==> config.mk <==
export PLATFORM = sky130hd
export DESIGN_NAME = tick_debouncer
export DESIGN_NICKNAME = d
export VERILOG_FILES = /design/src/rtl/tick_debouncer.sv
export SDC_FILE = /design/constraint.sdc
export NUM_CORES = 1
export LEC_CHECK = 0
export ABC_CLOCK_PERIOD_IN_PS = 5600
export CORE_MARGIN = 4
export CORE_UTILIZATION = 45
export CTS_CLUSTER_DIAMETER = 40
export DETAILED_ROUTE_END_ITERATION = 6
export HOLD_SLACK_MARGIN = 0.08
export MAX_ROUTING_LAYER = met4
export PLACE_DENSITY = 0.66
export SYNTH_ARGS = -nofsm -noshare
export SYNTH_HDL_FRONTEND = slang
export SYNTH_SLANG_ARGS = --single-unit
==> constraint.sdc <==
create_clock -name clk_in -period 5.6 [get_ports clk_in]
set_input_delay 1.68 -clock clk_in [delete_from_list [all_inputs] [get_ports clk_in]]
set_output_delay 1.68 -clock clk_in [all_outputs]
set_load 0.02 [all_outputs]
==> src/rtl/tick_debouncer.sv <==
// Debounces a raw pushbutton, sampling it on every rising edge of a slow divided clock seen as data.
// Optional auto-repeat of btn_press while held: define TICK_DEBOUNCER_AUTOREPEAT_EN.
module tick_debouncer #(
  parameter int unsigned STABLE_SAMPLES = 32'd4,
  parameter int unsigned COUNT_W        = 32'd8,
  parameter int unsigned REPEAT_DELAY   = 32'd50,
  parameter int unsigned REPEAT_PERIOD  = 32'd10
) (
  input  logic               clk_in,
  input  logic               rst,
  input  logic               slow_clk,
  input  logic               btn_raw,
  output logic               sample_tick,
  output logic               btn_level,
  output logic               btn_press,
  output logic               btn_release,
  output logic [COUNT_W-1:0] press_count
);

  localparam logic [1:0] ST_IDLE         = 2'd0;
  localparam logic [1:0] ST_PRESS_WAIT   = 2'd1;
  localparam logic [1:0] ST_HELD         = 2'd2;
  localparam logic [1:0] ST_RELEASE_WAIT = 2'd3;

  localparam logic [7:0] STABLE_LIM = 8'(STABLE_SAMPLES);

  if ((STABLE_SAMPLES < 32'd2) || (STABLE_SAMPLES > 32'd255) ||
      (REPEAT_DELAY < 32'd1) || (REPEAT_PERIOD < 32'd1)) begin : g_param_check
    $error("tick_debouncer: parameter out of legal range");
  end

  logic       slow_meta;
  logic       slow_s;
  logic       slow_prev;
  logic       btn_meta;
  logic       btn_s;
  logic [1:0] state;
  logic [1:0] state_nxt;
  logic [7:0] stable_cnt;
  logic [7:0] stable_cnt_nxt;
  logic [7:0] cnt_inc;
  logic       press_nxt;
  logic       release_nxt;
  logic       press_any;

  assign cnt_inc = stable_cnt + 8'd1;

  // Two-flop synchronisers plus slow_clk rising-edge detector.
  always_ff @(posedge clk_in) begin
    if (rst) begin
      slow_meta   <= 1'b0;
      slow_s      <= 1'b0;
      slow_prev   <= 1'b0;
      btn_meta    <= 1'b0;
      btn_s       <= 1'b0;
      sample_tick <= 1'b0;
    end else begin
      slow_meta   <= slow_clk;
      slow_s      <= slow_meta;
      slow_prev   <= slow_s;
      btn_meta    <= btn_raw;
      btn_s       <= btn_meta;
      sample_tick <= slow_s & ~slow_prev;
    end
  end

  // Debounce FSM next-state; only a tick may move it.
  always_comb begin
    state_nxt      = state;
    stable_cnt_nxt = stable_cnt;
    press_nxt      = 1'b0;
    release_nxt    = 1'b0;
    if (sample_tick) begin
      case (state)
        ST_IDLE: begin
          if (btn_s) begin
            state_nxt      = ST_PRESS_WAIT;
            stable_cnt_nxt = 8'd1;
          end else begin
            stable_cnt_nxt = 8'd0;
          end
        end
        ST_PRESS_WAIT: begin
          if (!btn_s) begin
            state_nxt      = ST_IDLE;
            stable_cnt_nxt = 8'd0;
          end else if (cnt_inc == STABLE_LIM) begin
            state_nxt      = ST_HELD;
            stable_cnt_nxt = 8'd0;
            press_nxt      = 1'b1;
          end else begin
            stable_cnt_nxt = cnt_inc;
          end
        end
        ST_HELD: begin
          if (!btn_s) begin
            state_nxt      = ST_RELEASE_WAIT;
            stable_cnt_nxt = 8'd1;
          end else begin
            stable_cnt_nxt = 8'd0;
          end
        end
        ST_RELEASE_WAIT: begin
          if (btn_s) begin
            state_nxt      = ST_HELD;
            stable_cnt_nxt = 8'd0;
          end else if (cnt_inc == STABLE_LIM) begin
            state_nxt      = ST_IDLE;
            stable_cnt_nxt = 8'd0;
            release_nxt    = 1'b1;
          end else begin
            stable_cnt_nxt = cnt_inc;
          end
        end
        default: begin
          state_nxt      = ST_IDLE;
          stable_cnt_nxt = 8'd0;
        end
      endcase
    end else begin
      state_nxt      = state;
      stable_cnt_nxt = stable_cnt;
    end
  end

`ifdef TICK_DEBOUNCER_AUTOREPEAT_EN
  localparam int unsigned RPT_MAX = (REPEAT_DELAY > REPEAT_PERIOD) ? REPEAT_DELAY : REPEAT_PERIOD;
  localparam int unsigned RPT_W   = $clog2(RPT_MAX + 32'd1);

  logic [RPT_W-1:0] rpt_cnt;
  logic [RPT_W-1:0] rpt_cnt_nxt;
  logic [RPT_W-1:0] rpt_inc;
  logic [RPT_W-1:0] rpt_lim;
  logic             rpt_on;
  logic             rpt_on_nxt;
  logic             rpt_fire;

  // Repeat counter: first fire after REPEAT_DELAY held ticks, then every REPEAT_PERIOD.
  always_comb begin
    rpt_cnt_nxt = rpt_cnt;
    rpt_on_nxt  = rpt_on;
    rpt_fire    = 1'b0;
    rpt_inc     = rpt_cnt + RPT_W'(1);
    rpt_lim     = rpt_on ? RPT_W'(REPEAT_PERIOD) : RPT_W'(REPEAT_DELAY);
    if (state == ST_IDLE) begin
      rpt_cnt_nxt = '0;
      rpt_on_nxt  = 1'b0;
    end else if (sample_tick && (state == ST_HELD) && btn_s) begin
      if (rpt_inc == rpt_lim) begin
        rpt_cnt_nxt = '0;
        rpt_on_nxt  = 1'b1;
        rpt_fire    = 1'b1;
      end else begin
        rpt_cnt_nxt = rpt_inc;
      end
    end else begin
      rpt_cnt_nxt = rpt_cnt;
    end
  end

  // Repeat counter state; frozen outside HELD until IDLE clears it.
  always_ff @(posedge clk_in) begin
    if (rst) begin
      rpt_cnt <= '0;
      rpt_on  <= 1'b0;
    end else begin
      rpt_cnt <= rpt_cnt_nxt;
      rpt_on  <= rpt_on_nxt;
    end
  end

  assign press_any = press_nxt | rpt_fire;
`else
  assign press_any = press_nxt;
`endif

  // FSM state and registered outputs; level moves together with its pulse.
  always_ff @(posedge clk_in) begin
    if (rst) begin
      state       <= ST_IDLE;
      stable_cnt  <= 8'd0;
      btn_level   <= 1'b0;
      btn_press   <= 1'b0;
      btn_release <= 1'b0;
      press_count <= '0;
    end else begin
      state       <= state_nxt;
      stable_cnt  <= stable_cnt_nxt;
      btn_level   <= (state_nxt == ST_HELD) || (state_nxt == ST_RELEASE_WAIT);
      btn_press   <= press_any;
      btn_release <= release_nxt;
      if (press_any) begin
        press_count <= press_count + COUNT_W'(1);
      end else begin
        press_count <= press_count;
      end
    end
  end

endmodule

* Word level (Yosys, flattened, before mapping) *
Index checks and enable logic that the tools add are counted.
Widths: inputs -> output; s select.

operators by class
  muxes and demuxes = 18
  add/subtract/negate cells = 2
  reductions and logical operators = 3
  bitwise operators = 4
  equality and inequality tests = 6

operators with widths
  kind                 number
  $pmux 8 s4           1
  $mux 8               3
  $add 8x1->8 const B  2
  $mux 2               7
  $eq 2x2->1 const B   4
  $eq 8x3->1 const B   1
  $pmux 2 s4           1
  $mux 1               6
  $reduce_or 4->1      1
  $not 1->1            3
  $eq 2x1->1 const B   1
  $logic_not 2->1      1
  $and 1x1->1          1
  $logic_or 1x1->1     1

word-level totals
  logic and storage cells = 45
  register bits = 27
  bits of input ports = 4

* Longest topological paths before layout *
Gate-level depths: netlist of run 1.

  depth in word-level cells = 8
  gate-level depth with buffers = 7
  gate-level depth less buffers = 6

* Worst setup path after synthesis of run 1 *
Ideal clock, no wire load.

  kind = input port to flip-flop
  from = input rst
  to = register stable_cnt[2]
  arrival = 2.400 ns
  setup slack = 3.138 ns
  required time = 5.537 ns
  cell stages on the path = 3
  setup time = 0.063 ns
  cells stage by stage = nor3_1 -> o2111ai_1 -> nand3_1

RTL lines
  element               RTL line  text
  from (decl)           10        input logic rst,
  to (signal assigned)  188       stable_cnt <= stable_cnt_nxt;
  to (decl)             39        logic [7:0] stable_cnt;

==> results of run 1 <==
==> flip-flops by register name, summed over array words and instances, names as in the netlist <==
register and count:
btn_level 1, btn_meta 1, btn_press 1, btn_release 1, btn_s 1, press_count 8, sample_tick 1, slow_meta 1
slow_prev 1, slow_s 1, stable_cnt 8, state 2
==> worst max path at each step <==
stage,start,to,slack (ns)
2_1_floorplan,rst,stable_cnt[2],3.14
3_3_place_gp,rst,stable_cnt[2],1.92
3_5_place_dp,rst,stable_cnt[2],1.83
4_1_cts,rst,stable_cnt[2],2.21
5_1_grt,rst,stable_cnt[6],2.02
6_report,rst,stable_cnt[2],2.19
==> cells by family (layout without fill, tap and decap cells) <==
logic type      count (synthesis)  count (layout)  share of synthesized area
simple gates                   78              78                     0.3262
flops                          27              27                     0.4004
compound gates                 21              21                     0.1112
mux                            10              10                    0.08063
buf+inv                        10              22                    0.04078
fa+ha+maj                       3               3                    0.02781
xor+xnor                        2               2                    0.01298
==> per-stage QoR <==
stage	area [sq um]	hold WS [ns]	setup slack, ns	cells
after global routing	1526	0.4014	2.022	194
after CTS	1526	0.3969	2.213	194
after detailed placement	1495	0.3758	1.832	190
after global placement	1495	0.3711	1.918	190
final	1526	0.4021	2.188	194
after floorplan	1350	0.3674	3.138	151
==> power by group <==
part           switching [mW]  total (mW)  internal [mW]  leakage [nW]
Sequential            0.00105       0.195          0.194         0.218
Clock                  0.0611      0.0902         0.0292        0.0183
Combinational         0.00586      0.0108        0.00489         0.291
Total                  0.0680       0.296          0.228         0.528
==> cells in the mapped netlist, types with 3 or more instances <==
cell type	instances	area, sq um
nor2b_1	13	81.33
nand3_1	6	30.03
nand4_1	4	25.02
nor4_2	3	37.54
nor2_1	15	56.30
o21ai_0	8	40.04
nor4_1	4	25.02
clkbuf_1	3	11.26
inv_1	3	11.26
mux2i_1	3	30.03
nor3_1	9	45.04
mux2_1	7	78.83
nand2_1	8	30.03
ha_1	3	37.54
dfxtp_1	27	540.5
nand2b_1	8	50.05
==> layout make-up <==
| cell class | count | area (sq um) |
|---|---|---|
| clock buffers | 3 | 22.52 |
| fillers | 278 | 1279 |
| multi-input cells | 114 | 754.5 |
| repair buffers | 15 | 150.1 |
| clock inverters | 1 | 8.758 |
| inverters | 3 | 11.26 |
| flip-flops and latches | 27 | 540.5 |
| well taps | 31 | 38.79 |
==> critical path, delay by kind of cell <==
kind,cells,cell delay (ns)
AOI/OAI and AO/OA,1,0.20
buffers and inverters,1,0.91
and+or+nand+nor,2,0.91
==> per-layer routing <==
layer  vias to the layer above  GRT usage  wire length, um
met5                         -          -                0
met4                         0    0.05785               30
met3                         4    0.02878              102
met2                        23     0.2104             1065
met1                       500     0.1771             1213
li1                        565          -                -
==> metrics.md, run 1 <==
| Metric | Value |
|---|---|
| Post-synth EDFFs | 0 |
| Drt initial violations | 66 |
| Global route overflow | 0 |
| H-tree levels | 1 |
| Most frequent cells in the layout | 27 x dfxtp_1, 15 x nor2_1, 15 x clkdlybuf4s50_1 |
| Critical path arrival | 3.70 ns |
| First-pass GRT wire length | 4.360 mm |
| Post-DP HPWL | 1.749 mm |
| Startpoint Class | input port |
| CP Capture Type | flip-flop |
| Number of global-route vias before repair | 1008 |
| Final Max Tran Viols | 0 |
| Layout Area Growth over Synthesis | 13.07% |
| Maximum number of pins on one net before global-route repair | 33 |
| Initial antenna violation count | 0 |
| Avg Cell Area, Syn | 8.941 sq um |
| WL per Instance | 12.43 um |
| CTS resizes | 0 |
| Status | completed |
| Setup_tns | 0 ns |
| Primary FF master, synth | dfxtp_1 |
| Die area | 3941 sq um |
| PD cells | 194.0 nW/um^2 |
| Placeable Area | 2805 sq um |
| Ys async rst share | 0 |
| # rows | 19 |
| TritonCTS Sinks | 27 |
| RSZ-0062 raised after global routing | false |
| Peak VDD IR | 0.1485 mV |
| Clock Skew | 0.005120 ns |
| Router iterations before antenna repair | 4 |
| Final core utilization | 0.5442 |
| Hold Path Origin | slow_prev |
| Crit Path Class | in -> reg |
| Tot GR Track Use | 0.1380 |
| Worst EP required | 5.88 ns |
| Reg2reg end | press_count[0] |
| Clock root cell | clkbuf_4 |
| Die width | 62.78 um |
| Initial Utilization | 0.4813 |
| Gate Count Post-Synth | 151 |
| Via count | 1092 |
| CP max stage delay | 0.91 ns |
| TritonCTS clock tree | done |
| Leakage power | 0.5276 nW |
| Endpoint, Worst Hold | sample_tick |
| N_diodes | 0 |
| Post-synthesis sequential area ratio | 0.4004 |
| Ys Warns | 0 |
| Hold_buf cts | 0 |
| Relative slew slack | 0.3169 |
| Max Cap Viol | 0 |
| Most common cell after layout, fill and taps aside | dfxtp_1 |
| Clk Latency, worst-skew pair | 0.33 ns |
| Crit-path cells | clkdlybuf4s50_1 -> nor3_1 -> o2111ai_1 -> nand3_1 |
| Clock Path Buffers | 2 |
| Critical Path Fanout Max | 32 |
| Synthesized Nets | 158 |
| Num CTS Buffers | 3 |
| Setup bufs post-CTS | 0 |
| Final cycle utilization of the critical path | 0.6093 |
| Final setup vio count | 0 |
| Reg2reg path depth | 6 |
| Achievable Freq | 293.1 MHz |
| Clk slew on worst S/H paths | 0.15 ns |
| Worst r2r src | stable_cnt[0] |
| Pwr Total | 296.1 uW |
| Worst Hold Depth | 1 |
| Height of the die | 62.78 um |
| Layout cell share with drive strength beyond 1 | 0.05521 |
| Synthesized cell area | 1350 sq um |
| Synth Register Bits | 27 |
| # DRC | 0 |
| Yosys cell types | 36 |
| Worst min path class | reg -> reg |
| Port Buffers | 15 |
| Least-Margin Pin Slew | 1.025 ns |
| Final Net Count | 171 |
| CP max-delay cell | clkdlybuf4s50_1 |
| Fin. Hold Viols | 0 |
| Final Critical Period | 3.412 ns |
| Internal reg-to-reg setup slack | 2.98 ns |
| Detailed-route wire length | 2.411 mm |
| Gpl congestion | 0.8481 |
| Via/cell ratio | 5.629 |
| Antenna Nets Post-Route | 0 |
| Io pins | 16 |
No activity file was read; power rests on OpenSTA's default activity.
==> run 2, diff against run 1 <==
--- a/config.mk
+++ b/config.mk
@@ -5,7 +5,7 @@
 export SDC_FILE = /design/constraint.sdc
 export NUM_CORES = 1
 export LEC_CHECK = 0
-export ABC_CLOCK_PERIOD_IN_PS = 5600
+export ABC_CLOCK_PERIOD_IN_PS = 3500
 export CORE_MARGIN = 4
 export CORE_UTILIZATION = 45
 export CTS_CLUSTER_DIAMETER = 40
==> constraint.sdc (replaced) <==
create_clock -name clk_in -period 3.5 [get_ports clk_in]
set_input_delay 1.05 -clock clk_in [delete_from_list [all_inputs] [get_ports clk_in]]
set_output_delay 1.05 -clock clk_in [all_outputs]
set_load 0.02 [all_outputs]
==> run 2 against run 1 <==
Against the previous run:
- power rose by 61%
- sequential share of layout area fell by 0.35 points
- clock skew about the same
- hold slack worse by 0.0082 ns
- clock-buffer cell count unchanged
- critical path type is now reg -> reg
- largest power group unchanged
- non-clock buffer count is 2 higher
==> metrics.md, run 2 (same netlist as run 1, synthesis figures left out) <==
| Metric | Value |
|---|---|
| Port Buffers | 15 (unchanged) |
| Clk pwr share | 0.306 (about the same) |
| Tot GR Track Use | 0.1403 (+0.002218) |
| Max Cap Viol | 0 (unchanged) |
| WL per Instance | 13.29 um (+6.9%) |
| Clk Latency, worst-skew pair | 0.32 ns (about the same) |
| Placeable Area | 2805 sq um (unchanged) |
| Detailed-route wire length | 2.605 mm (+8.0%) |
| Die width | 62.78 um (unchanged) |
| Fraction of power spent switching nets | 0.2322 (+0.002643) |
| Status | completed |
| PD cells | 308.8 nW/um^2 (+59%) |
| Peak VDD IR | 0.1550 mV (+4.4%) |
| Pre-CTS WS | 0.7422 ns (-1.090 ns) |
| Share of power burned in registers | 0.656 (-0.003) |
| Height of the die | 62.78 um (unchanged) |
| Initial Utilization | 0.4813 (unchanged) |
| Final Max Tran Viols | 0 (unchanged) |
| Via/cell ratio | 5.781 (+2.7%) |
| RSZ-0062 raised after global routing | false |
| Crit Path Class | reg -> reg |
| Worst Hold Depth | 1 (unchanged) |
| Relative slew slack | 0.5031 (+0.1862) |
| Startpoint Class | flip-flop |
| Via count | 1133 (+3.8%) |
| Number of global-route vias before repair | 1091 (+8.2%) |
| Antenna Nets Post-Route | 0 (unchanged) |
| WHS | 0.3939 ns (-0.008174 ns) |
| Layout cell share with drive strength beyond 1 | 0.06667 (+0.01145) |
| Achievable Freq | 394.3 MHz |
| Fillcell total | 265 (-4.7%) |
| Gpl congestion | 0.8866 (+4.5%) |
| Leakage power | 0.5366 nW (+1.7%) |
| # rows | 19 (unchanged) |
| Critical path arrival | 2.77 ns (-0.93 ns) |
| Final setup vio count | 0 (unchanged) |
| Final Critical Period | 2.536 ns |
| Hold_buf cts | 0 (unchanged) |
| TritonCTS clock tree | done |
| Io pins | 16 (unchanged) |
| Final Net Count | 173 (+1.2%) |
| Initial antenna violation count | 0 (unchanged) |
| Least-Margin Pin Slew | 0.7453 ns (-0.2793 ns) |
| Final cycle utilization of the critical path | 0.7246 |
| Clk slew on worst S/H paths | 0.16 ns (about the same) |
| CTS resizes | 0 (unchanged) |
| Global route overflow | 0 (unchanged) |
| Post-DP HPWL | 1.892 mm (+8.2%) |
| Num CTS Buffers | 3 (unchanged) |
| TritonCTS Sinks | 27 (unchanged) |
| Final setup margin | 0.9638 ns (-1.224 ns) |
| Largest registers | press_count x8, stable_cnt x8, state x2 |
| Clock Skew | 0.004887 ns (-0.0002339 ns) |
| Reg2reg path depth | 7 (+1) |
| Clock root cell | clkbuf_4 |
| Fin. Hold Viols | 0 (unchanged) |
| First-pass GRT wire length | 4.505 mm (+3.3%) |
| Logic pwr share | 0.038 (+0.002) |
| Worst EP required | 3.73 ns (-2.15 ns) |
| Drt initial violations | 117 (+77%) |
| Layout Cells excl Fill | 196 (+1.0%) |
| N_diodes | 0 (unchanged) |
| Most frequent cells in the layout | 27 x dfxtp_1, 15 x nor2_1, 15 x clkdlybuf4s50_1 |
| Router iterations before antenna repair | 4 (unchanged) |
| CP Capture Type | flip-flop |
| Cell Int Power | 365.4 uW (+60%) |
| # DRC | 0 (unchanged) |
| H-tree levels | 1 (unchanged) |
| Setup bufs post-CTS | 0 (unchanged) |
| Layout Area Growth over Synthesis | 14.18% |
| Critical Path Fanout Max | 10 (-69%) |
| Die area | 3941 sq um (unchanged) |
| Worst min path class | reg -> reg |
| Most common cell after layout, fill and taps aside | dfxtp_1 |
| Placed insts | 192 (+1.1%) |
| Maximum number of pins on one net before global-route repair | 19 (-42%) |
| Clock Path Buffers | 2 (unchanged) |
| Net Switching | 110.5 uW (+63%) |
| Pwr Total | 476.0 uW (+61%) |
| Setup_tns | 0 ns (unchanged) |
## run 2: changes by cell type in the layout (fill, tap and decap cells not counted), sizes merged
cell	delta
buf	+2
## run 2: per-stage QoR
| stage | cell area (sq um) | utilization |
|---|---|---|
| 2_1_floorplan | 1350 | - |
| 3_3_place_gp | 1510 | 0.5384 |
| 3_5_place_dp | 1510 | 0.5384 |
| 4_1_cts | 1541 | 0.5495 |
| 5_1_grt | 1541 | 0.5495 |
| 6_report | 1541 | 0.5495 |
## run 2: area by class of cell
cell class	count	area, sq um	area share
repair buffers	17	165.2	0.1071
well taps	31	38.79	0.02516
multi-input cells	114	754.5	0.4894
flip-flops and latches	27	540.5	0.3506
inverters	3	11.26	0.007305
clock buffers	3	22.52	0.01461
clock inverters	1	8.758	0.005682
## run 2: path summary, 6_finish.rpt
kind / endpoint / from / slack [ns]
max reg2reg: press_count[2] / stable_cnt[0] / 0.96
min reg2reg: sample_tick / slow_prev / 0.39
max: press_count[2] / stable_cnt[0] / 0.96
min: sample_tick / slow_prev / 0.39
## run 2: metal layers
layer / wire length (um) / track usage
met5: 0 / -
met4: 17 / 0.04408
met3: 120 / 0.02878
met2: 1205 / 0.2250
met1: 1262 / 0.1767
## run 2: power by group through the flow
stage                     clock network, mW  registers (mW)  logic, mW
after floorplan                           0           0.319     0.0109
after global placement                    0           0.319     0.0174
after detailed placement                  0           0.319     0.0181
after CTS                             0.151           0.312     0.0181
after global routing                  0.164           0.313     0.0201
final                                 0.146           0.312     0.0180
## run 2: critical path, cell delays in order (launching register included)
cell and delay, ns:
dfxtp_1 0.55, ha_1 0.30, nand3_1 0.16, nor4_1 0.21, o221ai_1 0.39, buf_4 0.29
nor3_1 0.20, mux2_1 0.34
